[src/rtl/branch_redirect_ctrl.sv]
// Execute-stage branch resolution: detects mispredicts, issues one registered redirect to fetch,
// and holds flush/stall across the redirect and a drain window. Optional counters: BRANCH_PERF_CNT_EN.
module branch_redirect_ctrl #(
  parameter int XLEN         = 32,
  parameter int FLUSH_CYCLES = 2,
  parameter int CNT_W        = 32
) (
  input  logic            clk_i,
  input  logic            rst_i,
  input  logic            ex_valid_i,
  input  logic            ex_is_branch_i,
  input  logic            ex_is_jump_i,
  input  logic [XLEN-1:0] ex_pc_i,
  input  logic            pred_taken_i,
  input  logic [XLEN-1:0] pred_target_i,
  input  logic            br_taken_i,
  input  logic [XLEN-1:0] br_target_i,
  output logic            redirect_valid_o,
  output logic [XLEN-1:0] redirect_pc_o,
  input  logic            redirect_ready_i,
  output logic            flush_o,
  output logic            stall_o,
  output logic [CNT_W-1:0] branch_cnt_o,
  output logic [CNT_W-1:0] mispredict_cnt_o
);
  typedef enum logic [1:0] {IDLE, REDIRECT, DRAIN} state_t;

  localparam int DW = (FLUSH_CYCLES < 2) ? 1 : $clog2(FLUSH_CYCLES + 1);

  state_t          state, state_nxt;
  logic [DW-1:0]   drain;
  logic [XLEN-1:0] redirect_pc;
  logic            resolve, accept, act_taken, mispredict, hshake;
  logic [XLEN-1:0] act_pc;

  // A jump is always taken, so "both type bits set" naturally behaves as a jump.
  assign resolve    = ex_valid_i & (ex_is_branch_i | ex_is_jump_i);
  assign accept     = (state == IDLE) & resolve;
  assign act_taken  = ex_is_jump_i | br_taken_i;
  assign act_pc     = act_taken ? br_target_i : ex_pc_i + XLEN'(4);
  assign mispredict = (act_taken != pred_taken_i) |
                      (act_taken & pred_taken_i & (pred_target_i != br_target_i));
  assign hshake     = (state == REDIRECT) & redirect_ready_i;

  always_ff @(posedge clk_i or posedge rst_i) begin
    if (rst_i) state <= IDLE;
    else       state <= state_nxt;
  end

  always_comb begin
    state_nxt = state;
    case (state)
      IDLE:     if (accept && mispredict) state_nxt = REDIRECT;
      REDIRECT: if (redirect_ready_i) state_nxt = (FLUSH_CYCLES == 0) ? IDLE : DRAIN;
      DRAIN:    if (drain <= DW'(1)) state_nxt = IDLE;
      default:  state_nxt = IDLE;
    endcase
  end

  always_comb begin
    redirect_valid_o = (state == REDIRECT);
    stall_o          = (state == REDIRECT);
    flush_o          = (state != IDLE);
    redirect_pc_o    = redirect_pc;
  end

  // Redirect PC is captured only on an accepted mispredict, so it stays stable while pending.
  always_ff @(posedge clk_i or posedge rst_i) begin
    if (rst_i) begin
      redirect_pc <= '0;
      drain       <= '0;
    end else begin
      if (accept && mispredict) redirect_pc <= act_pc;
      if (hshake)               drain <= DW'(FLUSH_CYCLES);
      else if (state == DRAIN)  drain <= drain - DW'(1);
    end
  end

`ifdef BRANCH_PERF_CNT_EN
  logic [CNT_W-1:0] branch_cnt, mispredict_cnt;

  always_ff @(posedge clk_i or posedge rst_i) begin
    if (rst_i) begin
      branch_cnt     <= '0;
      mispredict_cnt <= '0;
    end else if (accept) begin
      branch_cnt <= branch_cnt + CNT_W'(1);
      if (mispredict) mispredict_cnt <= mispredict_cnt + CNT_W'(1);
    end
  end

  assign branch_cnt_o     = branch_cnt;
  assign mispredict_cnt_o = mispredict_cnt;
`else
  assign branch_cnt_o     = '0;
  assign mispredict_cnt_o = '0;
`endif
endmodule

[config.mk]
export PLATFORM = sky130hd
export DESIGN_NAME = branch_redirect_ctrl
export DESIGN_NICKNAME = d
export VERILOG_FILES = /design/src/rtl/branch_redirect_ctrl.sv
export SDC_FILE = /design/constraint.sdc
export NUM_CORES = 1
export LEC_CHECK = 0
export CORE_UTILIZATION = 37
export DETAILED_ROUTE_END_ITERATION = 10
export HOLD_SLACK_MARGIN = 0.03
export PLACE_DENSITY = 0.79
export REMOVE_ABC_BUFFERS = 1
export SLEW_MARGIN = 30
export SYNTH_ARGS = -nofsm -noshare
export SYNTH_HDL_FRONTEND = slang
export SYNTH_SLANG_ARGS = --single-unit
[constraint.sdc]
create_clock -name clk_i -period 2.34 [get_ports clk_i]
set_input_delay 0.468 -clock clk_i [delete_from_list [all_inputs] [get_ports clk_i]]
set_output_delay 0.468 -clock clk_i [all_outputs]
set_load 0.05 [all_outputs]
==> results of run 1 <==
## cells by family after synthesis
kind of cell	Yosys count	share of synthesized area, %
other	1	0.117
muxes	32	11.9
and+or+nand+nor	108	18.2
buffers and inverters	80	17.8
adders and majority gates	3	1.18
DFF	36	28.2
AOI/OAI and AO/OA	41	6.97
xor gates and xnor gates	57	15.6
## report_power, final
group,switching [W],internal [W]
Combinational,0.00182,0.00113
Clock,0.000228,0.000203
Sequential,0.000212,0.000934
Total,0.00226,0.00227
## per-stage QoR
stage	hold WS [ps]	setup TNS [ps]	setup slack, ps	area (um^2)
floorplan	477	-66450	-2040	2880
global placement	493	-12930	-431	4870
detailed placement	495	-14520	-489	4870
CTS	515	-36.4	-12.3	5000
global route	536	-10.3	-9.77	5020
finish	510	0	90.3	5020
## layer usage
metal / wire length (um) / up-vias / GRT usage [%]
met5: 0 / - / 0
met4: 154 / 0 / 5.30
met3: 507 / 11 / 3.86
met2: 4990 / 143 / 37.8
met1: 3600 / 1448 / 24.7
li1: - / 1490 / -
## synthesized netlist by cell type (all sizes together)
master  instances
a31oi           2
and4            2
xnor2           7
nand3b          1
mux2           32
o311ai          1
and2            3
inv             5
a21oi           3
ha              3
o21ai          31
or2             1
nor2b           1
clkbuf          7
conb            1
nor2            9
buf            68
and2b           2
nor3            3
dfrtp          36
or3             3
a211oi          1
nand2          42
and3            4
a21o            1
nor4            8
nand4          16
a22oi           2
nand3          13
xor2           50
## repair_timing
action / 4_1_cts / 5_1_grt
pin swaps: 10 / 9
setup buffers: 4 / 2
gates resized for setup: 33 / 6
endpoints found under the setup margin: 32 / 33
hold buffers: 0 / 0
endpoints found under the hold margin: 0 / 0
## path summary, 6_finish.rpt
check	from	end	slack (ps)	cells after the start
worst min-delay path	redirect_pc_o[16]	redirect_pc_o[16]	510	1
worst max-delay path	state[1]	stall_o	90	2
worst min register to register	redirect_pc_o[16]	redirect_pc_o[16]	510	1
worst max register to register	state[1]	redirect_pc_o[26]	430	4
min in group asynchronous	rst_i	redirect_pc_o[18]	590	3
max in group asynchronous	rst_i	redirect_pc_o[17]	1410	3
## cell type report
type | instances | share of cell area (%)
Sequential cell | 36 | 17.9
Inverter | 5 | 0.399
Clock buffer | 6 | 1.45
Multi-Input combinational cell | 305 | 40.5
Tap cell | 105 | 2.62
Clock inverter | 1 | 0.0997
Timing Repair Buffer | 200 | 37.0
## critical path, stage by stage, from the launching register on
cell	delay, ps
dfrtp_1	430
and2b_2	260
clkdlybuf4s50_1	800
## registers in the layout, indices dropped and copies added (netlist names)
| name | cells |
|---|---|
| state | 2 |
| redirect_pc_o | 32 |
| drain | 2 |
==> results.ini, run 1 <==
[die]
num_rows=33
io_pins=203
die_y_um=94.9
start_util_pct=38.5
core-area_mm2=0.00830
dieWidth_um=94.9
die_area_mm2=0.00901

[detailed_routing]
routed-via-count=3092
routed_wl_mm=9.25
vias_per_cell=4.70
drc=0
drtIter0Drc=146
final_antenna_net_count=0
drt-wirelength-per-cell_um=14.1
firstDrtPassIters=4

[cts]
clk_pin_slew_ps=70
h-tree-depth=2
cts_buffers=5
cts.path.max_buffers=2
clkLatencyLatePin_ps=290
cts_tree=built
clock-sinks=36
cts_root_buf=clkbuf_8

[setup_path]
crit_path_start_kind=flop
crit_path_end_kind=primary output
required_ps=1870
crit_type=flop to primary output
cp_max_fo=6
cp.arrival_ps=1780

[synthesis]
synth-seq-cells=36
synth_top_area_cell=dfrtp_1
yosysUniqueCellTypes=38
netlist.area_leader.share_pct=28.2
avgSynthCellArea_um2=8.92
synth_area_leaders=dfrtp_1, buf_4, xor2_1
syn_area_mm2=0.00319
syn_inst=358
ys_seq_area_share_pct=28.2
yosysWarnings=0

[cells_and_area]
fin_cells=658
multiInputGateArea_mm2=0.00203
final_common_cell=clkdlybuf4s50_1
nets=660
post-route-util_pct=60.5
register_area_um2=901
n_antenna_cell=0
drive_above_1_share_pct=21.9
final_cell_mix=clkdlybuf4s50_1, conb_1, buf_4
num-fill-cells=746
area_growth_pct=57.2

[timing]
slew_violations=0
fmax_mhz=445
fin_crit_ps=2250
skew_ps=5.95
period_share_pct=96.1
tightest_slew_ps=527
rsz0062_at_grt=yes
finalSetupViolCount=0
hold_viol_final=0
slew-limit-headroom_pct=64.8

[global_route]
grt_pass1_vias=2948
antenna_found_initial=0
grt_max_degree=58
grtUsageTotal_pct=20.7
overflow=0
grt_pass1_wl_mm=14.2

[run_status]
status=finished, final reports clean

[pwr]
worst_ir_drop_vdd_mv=0.491
p_leak_nw=2.28
power.total_w=0.00453
powerDensity_mw_per_mm2=902

[place]
place_hpwl_mm=7.50
place_congestion=0.856
port-buffer-count=138
dp_cells=648

[worst_hold_path]
min_path_type=flop to flop

[flow_run]
maxCapViolCount=0

Power figures use the tool's default switching activity.
==> inputs of run 2 (changes only) <==
--- a/config.mk
+++ b/config.mk
@@ -6,6 +6,7 @@
 export NUM_CORES = 1
 export LEC_CHECK = 0
 export CORE_UTILIZATION = 37
+export CTS_CLUSTER_SIZE = 40
 export DETAILED_ROUTE_END_ITERATION = 10
 export HOLD_SLACK_MARGIN = 0.03
 export PLACE_DENSITY = 0.79
==> results of run 2 <==
The final DEF is identical to that of run 1; final timing and power are the same.
==> inputs of run 3 (changes only) <==
--- a/config.mk
+++ b/config.mk
@@ -10,7 +10,6 @@
 export DETAILED_ROUTE_END_ITERATION = 10
 export HOLD_SLACK_MARGIN = 0.03
 export PLACE_DENSITY = 0.79
-export REMOVE_ABC_BUFFERS = 1
 export SLEW_MARGIN = 30
 export SYNTH_ARGS = -nofsm -noshare
 export SYNTH_HDL_FRONTEND = slang
==> run 3 against run 2 <==
  * Flip-flop and latch count stayed put
  * Critical endpoint is now redirect_pc_o[12]
  * Register-to-register slack better by 250 ps
  * Largest cell class unchanged
  * Die area stayed put
  * Power is 2.6% higher
  * Clock power is 26% higher
  * Highest routed layer unchanged
==> results.ini, run 3 (synthesized netlist as in run 1, its figures left out) <==
[place]
port-buffer-count=138  ; unchanged
dp_cells=642  ; -0.93%
place_congestion=0.928  ; +8.4%
place_hpwl_mm=7.85  ; +4.6%

[cts]
clock-sinks=36  ; unchanged
hold_buffers=0  ; unchanged
cts_tree=built
clk_pin_slew_ps=70  ; about the same
cts_root_buf=clkbuf_8
clkLatencyLatePin_ps=290  ; about the same
h-tree-depth=2  ; unchanged
cts_buffers=5  ; unchanged
cts.path.max_buffers=2  ; unchanged

[flow_run]
maxCapViolCount=0  ; unchanged

[detailed_routing]
routed-via-count=3071  ; -0.68%
routed_wl_mm=9.55  ; +3.3%
final_antenna_net_count=0  ; unchanged
vias_per_cell=4.71  ; +0.23%
drtIter0Drc=107  ; -27%
drc=0  ; unchanged
firstDrtPassIters=4  ; unchanged
drt-wirelength-per-cell_um=14.7  ; +4.2%

[die]
io_pins=203  ; unchanged
core-area_mm2=0.00830  ; unchanged
start_util_pct=38.5  ; unchanged
die_area_mm2=0.00901  ; unchanged
dieWidth_um=94.9  ; unchanged
num_rows=33  ; unchanged
die_y_um=94.9  ; unchanged

[timing]
skew_ps=7.61  ; +1.66 ps
period_share_pct=98.8  ; +2.7 points
slew-limit-headroom_pct=63.6  ; -1.1 points
fin_crit_ps=2310  ; +63.0 ps
tightest_slew_ps=544  ; +17.1 ps
finalSetupViolCount=0  ; unchanged
rsz0062_at_grt=yes
slew_violations=0  ; unchanged
fmax_mhz=432  ; -2.7%
hold_viol_final=0  ; unchanged

[setup_path]
crit_family=simple AND/OR/NAND/NOR gates
cp_slowest_cell=clkdlybuf4s50_1
crit_type=input port to flop
required_ps=2510  ; +640 ps
crit_path_start_kind=input port
cp_max_fo=14  ; +8
cp.arrival_ps=2480  ; +700 ps
crit_path_end_kind=flop
cp_num_buf_inv=3  ; +2
cp_cell_sequence=clkdlybuf4s50_1, xnor2_1, nand4_1, or3_4, nor3_4, nor4_4, buf_4, buf_12, mux2_4
slowest_delay_ps=470  ; -330 ps

[global_route]
grtUsageTotal_pct=21.6  ; +0.85 points
grt_max_degree=58  ; unchanged
antenna_found_initial=0  ; unchanged
overflow=0  ; unchanged
grt_pass1_vias=3116  ; +5.7%
grt_pass1_wl_mm=14.6  ; +3.1%

[cells_and_area]
final_common_cell=clkdlybuf4s50_1
fin_cells=652  ; -0.91%
nets=653  ; -1.1%
drive_above_1_share_pct=21.0  ; -0.86 points
num-fill-cells=747  ; +0.13%
final_cell_mix=clkdlybuf4s50_1, conb_1, buf_4
n_antenna_cell=0  ; unchanged
area_growth_pct=59.0
largest_reg_flops=32  ; unchanged

[pwr]
powerDensity_mw_per_mm2=914  ; +1.4%
power.total_w=0.00464  ; +2.6%
p_leak_nw=2.40  ; +5.4%
worst_ir_drop_vdd_mv=0.681  ; +39%

[run_status]
status=finished, final reports clean

[worst_hold_path]
min_path_type=flop to flop

[run 3: changes by cell type in the layout (fill, tap and decap cells not counted), moves of 2 or more]
cell | previous run | this run
buf_4 | 59 | 52
clkdlybuf4s50_1 | 111 | 113
dlygate4sd2_1 | 23 | 3
dlymetal6s2s_1 | 4 | 22
xor2_1 | 50 | 48
xor2_2 | 0 | 2
[run 3: timing repair]
action	CTS	global route
hold endpoints to repair	0	0
setup endpoints to repair	31	31
setup buffers	0	3
pin swaps	1	13
gates resized for setup	5	30
[run 3: final timing paths]
check                                  start           endpoint  slack, ps  cells after the start
max                        pred_target_i[27]  redirect_pc_o[12]         30                      9
min                        redirect_pc_o[14]  redirect_pc_o[14]        510                      1
max reg2reg                         state[0]  redirect_pc_o[20]        680                      5
min reg2reg                redirect_pc_o[14]  redirect_pc_o[14]        510                      1
max in group asynchronous              rst_i  redirect_pc_o[14]       1410                      3
min in group asynchronous              rst_i   redirect_pc_o[0]        590                      3
[run 3: power by group]
part | leakage (nW) | total (W) | switching [W] | internal [W]
clock | 0.0552 | 0.000544 | 0.000228 | 0.000316
sequential | 0.432 | 0.00113 | 0.000201 | 0.000934
combinational | 1.92 | 0.00296 | 0.00183 | 0.00113
[run 3: final cells by class]
type	count	area, um^2	area share, %
Clock buffer	6	72.6	1.43
Tap cell	105	131	2.59
Clock inverter	2	35.0	0.690
Sequential cell	36	901	17.7
Timing Repair Buffer	193	1870	36.9
Inverter	5	18.8	0.370
Multi-Input combinational cell	305	2040	40.3
[run 3: metrics by stage]
| stage | worst slack (ps) | TNS (ps) | hold slack, ps | utilization, % | instance area [um^2] |
|---|---|---|---|---|---|
| after floorplan | -75.6 | -1800 | 477 | - | 3480 |
| after global placement | -316 | -9360 | 490 | 58.3 | 4840 |
| after detailed placement | -328 | -10010 | 498 | 58.3 | 4840 |
| after CTS | 2.85 | 0 | 515 | 59.8 | 4960 |
| after global routing | -10.5 | -22.3 | 533 | 61.2 | 5080 |
| final | 27.3 | 0 | 512 | 61.2 | 5080 |
[run 3: metal layers]
layer | routed length, um | track usage [%] | vias up
met4 | 93 | 4.80 | 0
met1 | 3830 | 25.4 | 1459
met3 | 576 | 3.78 | 10
li1 | - | - | 1469
met2 | 5050 | 40.3 | 133
met5 | 0 | 0 | -
